`src/rtl/chan_link_sequencer.sv`:
```
// Aurora channel bring-up sequencer: pulses the transceiver and core resets,
// waits for PLL lock and channel/lane up, retries on timeout or link drop,
// and gives up (FAIL) after a bounded number of re-attempts.
// All outputs are registered; the current FSM state is visible on 'state'.
module chan_link_sequencer #(
    parameter int RST_CYCLES = 128,
    parameter int UP_TIMEOUT = 1000000,
    parameter int MAX_RETRY  = 7
) (
    input  logic        io_clk,
    input  logic        io_reset_n,
    input  logic        enable,
    input  logic        clr_counts,
    input  logic        pll_not_locked,
    input  logic        lane_up,
    input  logic        channel_up,
    input  logic        hard_err,
    input  logic        soft_err,
    output logic        gt_reset,
    output logic        aurora_reset,
    output logic        link_ok,
    output logic        link_fail,
    output logic [2:0]  state,
    output logic [3:0]  retry_cnt,
    output logic [15:0] soft_err_cnt,
    output logic [15:0] hard_err_cnt
);

    typedef enum logic [2:0] {
        S_IDLE     = 3'd0,
        S_RESET    = 3'd1,
        S_WAIT_PLL = 3'd2,
        S_WAIT_UP  = 3'd3,
        S_UP       = 3'd4,
        S_FAIL     = 3'd5
    } state_t;

    localparam logic [23:0] RST_LOAD  = 24'(RST_CYCLES - 1);
    localparam logic [23:0] UP_LOAD   = 24'(UP_TIMEOUT - 1);
    localparam logic [3:0]  RETRY_MAX = 4'(MAX_RETRY);

    state_t      state_q;
    state_t      state_n;
    logic [23:0] timer_q;
    logic [23:0] timer_n;
    logic [3:0]  retry_n;
    logic        retry_now;

    assign state = state_q;

    // Next-state, timer and retry-count decode; enable=0 overrides everything.
    always_comb begin
        state_n   = state_q;
        timer_n   = timer_q;
        retry_n   = retry_cnt;
        retry_now = 1'b0;
        if (!enable) begin
            state_n = S_IDLE;
            timer_n = 24'd0;
            retry_n = 4'd0;
        end else begin
            case (state_q)
                S_IDLE: begin
                    state_n = S_RESET;
                    timer_n = RST_LOAD;
                end
                S_RESET: begin
                    if (timer_q == 24'd0) begin
                        state_n = S_WAIT_PLL;
                        timer_n = UP_LOAD;
                    end else begin
                        timer_n = timer_q - 24'd1;
                    end
                end
                S_WAIT_PLL: begin
                    if (!pll_not_locked) begin
                        state_n = S_WAIT_UP;
                        timer_n = UP_LOAD;
                    end else if (timer_q == 24'd0) begin
                        retry_now = 1'b1;
                    end else begin
                        timer_n = timer_q - 24'd1;
                    end
                end
                S_WAIT_UP: begin
                    // The up-condition wins over a coincident timeout.
                    if (channel_up && lane_up) begin
                        state_n = S_UP;
                    end else if (timer_q == 24'd0) begin
                        retry_now = 1'b1;
                    end else begin
                        timer_n = timer_q - 24'd1;
                    end
                end
                S_UP: begin
                    if (hard_err || !channel_up || !lane_up) begin
                        retry_now = 1'b1;
                    end
                end
                S_FAIL: begin
                    state_n = S_FAIL;
                end
                default: begin
                    state_n = S_IDLE;
                    timer_n = 24'd0;
                    retry_n = 4'd0;
                end
            endcase
            // Retry decision happens in the transition cycle, not as a state.
            if (retry_now) begin
                if (retry_cnt >= RETRY_MAX) begin
                    state_n = S_FAIL;
                    timer_n = 24'd0;
                end else begin
                    state_n = S_RESET;
                    timer_n = RST_LOAD;
                    retry_n = retry_cnt + 4'd1;
                end
            end
        end
    end

    // State, timer and retry count; clr_counts beats an increment.
    always_ff @(posedge io_clk) begin
        if (!io_reset_n) begin
            state_q   <= S_IDLE;
            timer_q   <= 24'd0;
            retry_cnt <= 4'd0;
        end else begin
            state_q   <= state_n;
            timer_q   <= timer_n;
            retry_cnt <= clr_counts ? 4'd0 : retry_n;
        end
    end

    // Registered reset/status outputs decoded from the next state so they line up with 'state'.
    always_ff @(posedge io_clk) begin
        if (!io_reset_n) begin
            gt_reset     <= 1'b1;
            aurora_reset <= 1'b1;
            link_ok      <= 1'b0;
            link_fail    <= 1'b0;
        end else begin
            gt_reset     <= (state_n == S_IDLE) || (state_n == S_RESET) || (state_n == S_FAIL);
            aurora_reset <= (state_n != S_WAIT_UP) && (state_n != S_UP);
            link_ok      <= (state_n == S_UP);
            link_fail    <= (state_n == S_FAIL);
        end
    end

    // Saturating error counters, counting only while the link is up.
    always_ff @(posedge io_clk) begin
        if (!io_reset_n) begin
            soft_err_cnt <= 16'd0;
            hard_err_cnt <= 16'd0;
        end else if (clr_counts) begin
            soft_err_cnt <= 16'd0;
            hard_err_cnt <= 16'd0;
        end else if (state_q == S_UP) begin
            if (soft_err && (soft_err_cnt != 16'hFFFF)) soft_err_cnt <= soft_err_cnt + 16'd1;
            if (hard_err && (hard_err_cnt != 16'hFFFF)) hard_err_cnt <= hard_err_cnt + 16'd1;
        end
    end

endmodule

```
`config.mk`:
```
export PLATFORM = sky130hd
export DESIGN_NAME = chan_link_sequencer
export DESIGN_NICKNAME = d
export VERILOG_FILES = /design/src/rtl/chan_link_sequencer.sv
export SDC_FILE = /design/constraint.sdc
export NUM_CORES = 1
export LEC_CHECK = 0
export BUFFER_PORTS_ARGS = -buffer_cell sky130_fd_sc_hd__buf_4
export CELL_PAD_IN_SITES_DETAIL_PLACEMENT = 1
export CELL_PAD_IN_SITES_GLOBAL_PLACEMENT = 1
export CORE_ASPECT_RATIO = 0.8
export CORE_MARGIN = 8
export CORE_UTILIZATION = 39
export CTS_CLUSTER_DIAMETER = 200
export DETAILED_ROUTE_END_ITERATION = 16
export GPL_ROUTABILITY_DRIVEN = 0
export PLACE_DENSITY_LB_ADDON = 0.1
export SKIP_CTS_REPAIR_TIMING = 1
export SLEW_MARGIN = 10
export SYNTH_ARGS = -nofsm -noshare
export SYNTH_HDL_FRONTEND = slang
export SYNTH_SLANG_ARGS = --single-unit
```
`constraint.sdc`:
```
create_clock -name io_clk -period 2.5 [get_ports io_clk]
set_input_delay 0.5 -clock io_clk [delete_from_list [all_inputs] [get_ports io_clk]]
set_output_delay 0.5 -clock io_clk [all_outputs]
set_load 0.005 [all_outputs]
```
==> results.py, run 1 <==
metrics = {
    "status": {
        "status": "finished clean",
    },
    "clock_tree": {
        "cts.htree.levels": 3,
        "insertion_delay_ps": 340,
        "clock_sinks": 67,
        "root_buffer": "clkbuf_16",
        "cts_buffers": 9,
        "cts_tree": "yes",
        "clkTransAtPathRegs_ps": 60,
        "cts_max_path_buffers": 2,
    },
    "route": {
        "drc": 0,
        "first_pass_iters": 4,
        "routed_wl_mm": 13.5,
        "via_per_inst": 5.81,
        "avgRoutedWirePerCell_um": 19.2,
        "vias": 4076,
        "ant_nets": 0,
        "drtIter0Drc": 235,
    },
    "timing": {
        "hold_violations": 0,
        "slew_headroom_pct": 52.6,
        "setup-violations-final": 0,
        "timing.fmax_ghz": 0.408,
        "clock_skew_ps": 4.36,
        "hold_slack_ps": 439,
        "post-route-min-period_ps": 2450,
        "slew_violations": 0,
        "rsz0062_at_grt": "true",
        "fin_crit_sh_pct": 98.0,
        "tightest_slew_ps": 706,
    },
    "die": {
        "placementRows": 32,
        "die_x_um": 127,
        "start_util_pct": 40.0,
        "core_um2": 9650,
        "die_h_um": 105,
        "die-area_um2": 13400,
        "io_pins": 52,
    },
    "global_routing": {
        "grt_overflow": 0,
        "grt_pass1_wl_mm": 21.9,
        "grt_pass1_vias": 4116,
        "track_usage_pct": 20.1,
        "grt_max_degree": 32,
        "antenna_found_initial": 0,
    },
    "logic_synthesis": {
        "syn_inst": 464,
        "synth_area_per_cell_um2": 8.32,
        "ys.flop_type": "dfxtp_1",
        "synth_cell_type_count": 65,
        "synthArstFlopShare_pct": 0,
        "netlist_area_um2": 3860,
        "synth-edff-count": 0,
        "synth_nets": 479,
        "ys_seq_area_share_pct": 34.7,
        "synth_warnings": 0,
        "yosys_register_bits": 67,
    },
    "finish": {
        "areaGrowthSynthToFinish_pct": 33.6,
        "fin_area_um2": 5160,
        "antenna_cells": 0,
        "final_cells": 701,
        "drive_above_1_share_pct": 28.0,
        "nNetsFinal": 575,
        "post-route-util_pct": 53.5,
    },
    "critical_path": {
        "endpoint": "timer_q[0]",
        "worstPathRequired_ps": 2760,
        "r2r_start": "timer_q[16]",
        "max_stage_delay_ps": 550,
        "critPathLaunch": "timer_q[16]",
        "start_kind": "register",
        "worst_setup_path_end_kind": "register",
        "crit_buf_inv": 1,
        "worstPathArrival_ps": 2710,
        "cpLargestDelayFamily": "simple AND/OR/NAND/NOR gates",
        "reg2reg_to": "timer_q[0]",
        "reg2reg_depth": 9,
        "cp.depth": 9,
        "slowest_stage": "or4b_4",
        "path_max_fanout": 2,
        "crit_type": "register to register",
        "rrSetupSlack_ps": 50,
        "crit_chain": "or4_4, or4b_4, nor2_8, inv_4, ha_4, o21ai_2, a211oi_2, nand2_1, a31oi_1",
    },
    "power": {
        "leakage_uw": 0.00198,
        "peakVddDrop_v": 0.000410,
        "powerDensity_nw_per_um2": 586,
    },
    "placement": {
        "place_area_um2": 4780,
        "place.port_buffers": 51,
        "dp_cells": 685,
        "dpl.hpwl_mm": 9.85,
    },
    "min_path": {
        "hp-class": "input pin to register",
        "hold_depth": 2,
        "min-delay-start": "enable",
    },
    "job": {
        "maxCapViolCount": 0,
    },
}
[through the flow]
stage	setup TNS [ps]	total power [µW]	setup WS [ps]
2_1_floorplan	-93.6	1400	-93.6
6_report	0	3020	49.5
3_3_place_gp	0	1590	17.8
4_1_cts	-600	3020	-201
5_1_grt	-30.7	3130	-30.7
3_5_place_dp	-162	1600	-41.8
[power breakdown]
group,leakage [µW],switching [µW],internal [µW]
clock network,0.000159,486,926
registers,0.000542,16.5,1080
logic,0.00128,294,216
total,0.00198,796,2230
[layer usage]
metal	wire length [µm]	global-route usage, %	share of wire (%)	vias to the layer above
met5	0	0	0	-
met4	166	6.27	1.2	0
met3	764	4.52	5.7	17
met2	6070	30.9	45	102
met1	6460	27.4	48	2012
li1	-	-	-	1945
[placed cells by master (no fill, tap or decap), types with 6 or more instances in the layout]
cell / Yosys / routed
a31oi_1: 7 / 7
dfxtp_1: 67 / 65
or4_1: 8 / 7
and4_1: 7 / 7
o31ai_1: 7 / 7
nand2b_1: 6 / 6
nand4_1: 9 / 9
nor2_1: 52 / 52
or2_2: 8 / 8
nand2_1: 27 / 27
and2_1: 6 / 6
nand3_1: 13 / 13
and3_1: 7 / 7
a21oi_1: 26 / 26
xnor2_1: 21 / 21
nor3_1: 20 / 20
clkbuf_16: 0 / 9
xor2_1: 12 / 12
o21ai_0: 23 / 22
or3_1: 13 / 13
buf_4: 0 / 106
[final cells by class]
type | count | area, µm²
fill | 1149 | 4490
multi-input combinational | 367 | 2470
sequential | 67 | 1340
timing repair buffer | 107 | 816
clock buffer | 12 | 256
tap | 136 | 170
clock inverter | 4 | 72.6
inverter | 8 | 32.5
[synth_stat cells, drive strengths merged, types with 7 or more instances]
cell type / n / area, µm²
inv: 8 / 30.0
o31ai: 8 / 65.1
xnor2: 21 / 184
nand2: 27 / 101
nor4: 7 / 56.3
a21oi: 26 / 130
xor2: 12 / 105
or3: 13 / 81.3
a31oi: 7 / 43.8
and3: 7 / 43.8
nor3: 21 / 116
clkbuf: 19 / 71.3
nor4b: 7 / 76.3
or2: 9 / 56.3
nand4: 9 / 56.3
dfxtp: 67 / 1340
o21ai: 26 / 138
nor2: 53 / 215
nand3: 14 / 75.1
and4: 7 / 61.3
or4: 8 / 60.1
[how the worst min path moves through the flow]
stage                        endpoint  slack (ps)
final                       link_fail         440
after global routing        link_fail         460
after CTS                   link_fail         440
after detailed placement  timer_q[13]         470
after global placement    timer_q[13]         450
after floorplan           timer_q[16]         440
[sequential cells by signal, summed over array words and instances (netlist names)]
name / flops
link_ok: 1
link_fail: 1
soft_err_cnt: 16
timer_q: 24
retry_cnt: 4
gt_reset: 1
hard_err_cnt: 16
aurora_reset: 1
state: 3
[cell families after synthesis]
| family | Yosys count | synth area share (%) |
|---|---|---|
| compound gates | 117 | 21.1 |
| xor+xnor | 33 | 7.48 |
| fa+ha+maj | 6 | 1.94 |
| buf+inv | 30 | 3.17 |
| flops | 67 | 34.7 |
| mux | 2 | 0.518 |
| simple gates | 209 | 31.1 |
No activity file was read; power rests on OpenSTA's default activity.
==> run 2: changes to the inputs <==
--- a/config.mk
+++ b/config.mk
@@ -5,7 +5,7 @@
 export SDC_FILE = /design/constraint.sdc
 export NUM_CORES = 1
 export LEC_CHECK = 0
-export BUFFER_PORTS_ARGS = -buffer_cell sky130_fd_sc_hd__buf_4
+export BUFFER_PORTS_ARGS = -buffer_cell sky130_fd_sc_hd__buf_2
 export CELL_PAD_IN_SITES_DETAIL_PLACEMENT = 1
 export CELL_PAD_IN_SITES_GLOBAL_PLACEMENT = 1
 export CORE_ASPECT_RATIO = 0.8
==> results.py, run 2 (synthesis gave the netlist of run 1 again) <==
metrics = {
    "status": {
        "status": "finished clean",
    },
    "global_routing": {
        "grt_pass1_wl_mm": 21.5,
        "track_usage_pct": 19.8,
        "grt_overflow": 0,
        "grt_max_degree": 32,
        "antenna_found_initial": 0,
        "grt_pass1_vias": 4072,
    },
    "timing": {
        "clock_skew_ps": 5.63,
        "hold_slack_ps": 472,
        "tightest_slew_ps": 643,
        "timing.fmax_ghz": 0.410,
        "post-route-min-period_ps": 2440,
        "hold_violations": 0,
        "setup-violations-final": 0,
        "slew_headroom_pct": 56.9,
        "slew_violations": 0,
        "fin_crit_sh_pct": 97.6,
    },
    "die": {
        "die_h_um": 105,
        "die_x_um": 127,
        "die-area_um2": 13400,
        "io_pins": 52,
        "core_um2": 9650,
        "placementRows": 32,
        "start_util_pct": 40.0,
    },
    "critical_path": {
        "worstPathRequired_ps": 2740,
        "reg2reg_depth": 9,
        "path_max_fanout": 2,
        "cpLargestDelayFamily": "simple AND/OR/NAND/NOR gates",
        "start_kind": "register",
        "worst_setup_path_end_kind": "register",
        "worstPathArrival_ps": 2680,
        "slowest_stage": "or4b_4",
        "cp.depth": 9,
        "max_stage_delay_ps": 550,
        "crit_buf_inv": 1,
        "crit_chain": "or4_4, or4b_4, nor2_8, inv_4, ha_4, o21ai_2, a211oi_2, nand2_1, a31oi_1",
        "crit_type": "register to register",
    },
    "min_path": {
        "hold_depth": 2,
        "hp-class": "register to register",
    },
    "route": {
        "first_pass_iters": 5,
        "drtIter0Drc": 206,
        "ant_nets": 0,
        "routed_wl_mm": 13.2,
        "via_per_inst": 5.85,
        "avgRoutedWirePerCell_um": 19.0,
        "vias": 4077,
        "drc": 0,
    },
    "clock_tree": {
        "cts_buffers": 9,
        "root_buffer": "clkbuf_16",
        "cts_tree": "yes",
        "clock_sinks": 67,
        "cts_max_path_buffers": 2,
        "clkTransAtPathRegs_ps": 60,
        "insertion_delay_ps": 330,
        "cts.htree.levels": 3,
    },
    "power": {
        "total_power_uw": 2750,
        "peakVddDrop_v": 0.000390,
        "powerDensity_nw_per_um2": 556,
        "leakage_uw": 0.00193,
    },
    "finish": {
        "fill_cells": 1182,
        "layout_commonest_cell": "dfxtp_1",
        "areaGrowthSynthToFinish_pct": 28.1,
        "largest_reg_flops": 24,
        "antenna_cells": 0,
        "largest_registers": "timer_q (24), hard_err_cnt (16), soft_err_cnt (16)",
        "largest_register": "timer_q",
        "nNetsFinal": 572,
        "drive_above_1_share_pct": 27.5,
        "layout_common_cells": "dfxtp_1, nor2_1, buf_4",
    },
    "placement": {
        "place.port_buffers": 51,
        "dpl.hpwl_mm": 9.91,
    },
    "job": {
        "maxCapViolCount": 0,
    },
}
[run 2: cell count changes in the layout (fill, tap and decap cells not counted), sizes merged]
cell    delta
buf        -3
bufinv     -2
clkbuf     +1
[run 2: layout make-up]
cell class                 count  area, µm²  share of cell area (%)
clock buffer                  13        250                    5.06
clock inverter                 2       12.5                   0.253
inverter                       8       32.5                   0.658
multi-input combinational    367       2470                    49.9
sequential                    67       1350                    27.2
tap                          136        170                    3.44
timing repair buffer         104        666                    13.5
[run 2: final timing paths]
| kind | to | slack, ps | startpoint |
|---|---|---|---|
| worst max register to register | timer_q[0] | 60 | timer_q[17] |
| worst min-delay path | timer_q[13] | 470 | timer_q[13] |
| worst min register to register | timer_q[13] | 470 | timer_q[13] |
| worst max-delay path | timer_q[0] | 60 | timer_q[17] |
[run 2: metrics by stage]
| stage | setup slack, ps | util, % | std cells | TNS (ps) | area, µm² |
|---|---|---|---|---|---|
| floorplan | -93.6 | - | 464 | -93.6 | 3880 |
| global placement | 6.53 | 48.0 | 682 | 0 | 4630 |
| finish | 60.5 | 51.3 | 697 | 0 | 4950 |
| CTS | -59.4 | 50.7 | 697 | -206 | 4890 |
| detailed placement | -29.1 | 48.0 | 682 | -48.8 | 4630 |
| global route | -58.7 | 51.3 | 697 | -58.7 | 4950 |
[run 2: worst register-to-register path: stages, from the launching register on]
cell and delay, ps:
dfxtp_2 320, or4_4 540, or4b_4 550, nor2_8 120
inv_4 40, ha_4 260, o21ai_2 50, a211oi_2 210
nand2_1 80, a31oi_1 170
[run 2: routing by layer]
layer	global-route usage (%)	share of wire [%]	vias up
li1	-	-	1937
met1	27.7	49	2025
met2	29.9	45	100
met3	4.52	4.9	15
met4	4.83	1.0	0
met5	0	0	-
[run 2: power by group]
group	internal, µW	switching [µW]
sequential	1080	17.6
combinational	205	288
clock	692	462
total	1980	767
==> run 3: changes to the inputs <==
--- a/config.mk
+++ b/config.mk
@@ -15,6 +15,7 @@
 export DETAILED_ROUTE_END_ITERATION = 16
 export GPL_ROUTABILITY_DRIVEN = 0
 export PLACE_DENSITY_LB_ADDON = 0.1
+export RECOVER_POWER = 25
 export SKIP_CTS_REPAIR_TIMING = 1
 export SLEW_MARGIN = 10
 export SYNTH_ARGS = -nofsm -noshare
==> results.py, run 3 (synthesis gave the netlist of run 1 again) <==
metrics = {
    "finish": {
        "drive_above_1_share_pct": 24.4,
        "nNetsFinal": 572,
        "layout_common_cells": "dfxtp_1, nor2_1, buf_4",
        "largest_registers": "timer_q (24), hard_err_cnt (16), soft_err_cnt (16)",
        "largest_register": "timer_q",
        "antenna_cells": 0,
        "largest_reg_flops": 24,
        "areaGrowthSynthToFinish_pct": 27.5,
        "layout_commonest_cell": "dfxtp_1",
        "fin_area_um2": 4920,
        "post-route-util_pct": 51.0,
        "fill_cells": 1194,
    },
    "route": {
        "first_pass_iters": 4,
        "ant_nets": 0,
        "via_per_inst": 5.84,
        "drc": 0,
        "routed_wl_mm": 13.2,
        "drtIter0Drc": 222,
        "vias": 4067,
        "avgRoutedWirePerCell_um": 18.9,
    },
    "clock_tree": {
        "cts_max_path_buffers": 2,
        "insertion_delay_ps": 330,
        "root_buffer": "clkbuf_16",
        "clkTransAtPathRegs_ps": 60,
        "cts_buffers": 9,
        "cts_tree": "yes",
        "clock_sinks": 67,
        "cts.htree.levels": 3,
    },
    "die": {
        "start_util_pct": 40.0,
        "die_h_um": 105,
        "placementRows": 32,
        "io_pins": 52,
        "die_x_um": 127,
        "core_um2": 9650,
        "die-area_um2": 13400,
    },
    "power": {
        "powerDensity_nw_per_um2": 558,
        "total_power_uw": 2750,
        "leakage_uw": 0.00186,
        "peakVddDrop_v": 0.000389,
    },
    "critical_path": {
        "max_stage_delay_ps": 550,
        "crit_chain": "or4_4, or4b_4, nor2_8, inv_4, ha_4, o21ai_2, a211oi_2, nand2_1, a31oi_1",
        "path_max_fanout": 2,
        "worstPathArrival_ps": 2680,
        "crit_type": "register to register",
        "start_kind": "register",
        "slowest_stage": "or4b_4",
        "worstPathRequired_ps": 2740,
        "worst_setup_path_end_kind": "register",
    },
    "timing": {
        "post-route-min-period_ps": 2440,
        "slew_violations": 0,
        "clock_skew_ps": 6.56,
        "setup-violations-final": 0,
        "fin_crit_sh_pct": 97.6,
        "tightest_slew_ps": 648,
        "timing.fmax_ghz": 0.410,
        "slew_headroom_pct": 56.5,
        "hold_violations": 0,
    },
    "global_routing": {
        "grt_pass1_vias": 4072,
        "grt_max_degree": 32,
        "track_usage_pct": 19.8,
        "grt_overflow": 0,
        "antenna_found_initial": 0,
        "grt_pass1_wl_mm": 21.5,
    },
    "placement": {
        "dpl.hpwl_mm": 9.91,
        "place_area_um2": 4630,
        "place.port_buffers": 51,
    },
    "min_path": {
        "hp-class": "register to register",
    },
    "status": {
        "status": "finished clean",
    },
    "job": {
        "maxCapViolCount": 0,
    },
}
==> run 3: changes by cell type in the layout (fill, tap and decap cells not counted), sizes merged <==
cell,before,now
buf,104,87
clkbuf,13,30
==> run 3: final timing paths <==
path         slack, ps  depth (start not counted)           to        start
max                 60                          9   timer_q[0]  timer_q[17]
min                470                          2  timer_q[13]  timer_q[13]
max reg2reg         60                          9   timer_q[0]  timer_q[17]
min reg2reg        470                          2  timer_q[13]  timer_q[13]
==> run 3: critical path: cells and delay by family, from the launching register on <==
| kind | cells | cell delay (ps) |
|---|---|---|
| flops | 1 | 320 |
| simple gates | 4 | 1290 |
| fa+ha+maj | 1 | 260 |
| buf+inv | 1 | 40 |
| compound gates | 3 | 430 |
==> run 3: layout make-up <==
| class | count | area (µm²) | area share (%) |
|---|---|---|---|
| Clock buffer | 13 | 250 | 5.08 |
| Tap cell | 136 | 170 | 3.46 |
| Clock inverter | 2 | 12.5 | 0.254 |
| Inverter | 8 | 32.5 | 0.661 |
| Timing Repair Buffer | 104 | 644 | 13.1 |
| Multi-Input combinational cell | 367 | 2470 | 50.1 |
| Sequential cell | 67 | 1350 | 27.3 |
==> run 3: power breakdown <==
| group | total [µW] | switching [µW] | internal (µW) | leakage (µW) |
|---|---|---|---|---|
| logic | 493 | 288 | 205 | 0.00119 |
| clock network | 1160 | 463 | 692 | 0.000126 |
| registers | 1100 | 17.6 | 1080 | 0.000543 |
| total | 2750 | 769 | 1980 | 0.00186 |
==> run 3: routing by layer <==
layer	vias to the layer above	track usage [%]	wire [µm]
met4	0	4.83	99
met2	91	29.9	5930
met5	-	0	0
li1	1936	-	-
met1	2031	27.7	6520
met3	9	4.52	642
==> run 3: per-stage QoR <==
| step | worst slack (ps) | setup TNS [ps] | hold WS, ps | instances |
|---|---|---|---|---|
| after floorplan | -93.6 | -93.6 | 438 | 464 |
| after global placement | 6.53 | 0 | 451 | 682 |
| after detailed placement | -29.1 | -48.8 | 465 | 682 |
| after CTS | -59.4 | -206 | 470 | 697 |
| after global routing | -58.7 | -58.7 | 487 | 697 |
| final | 60.2 | 0 | 471 | 697 |
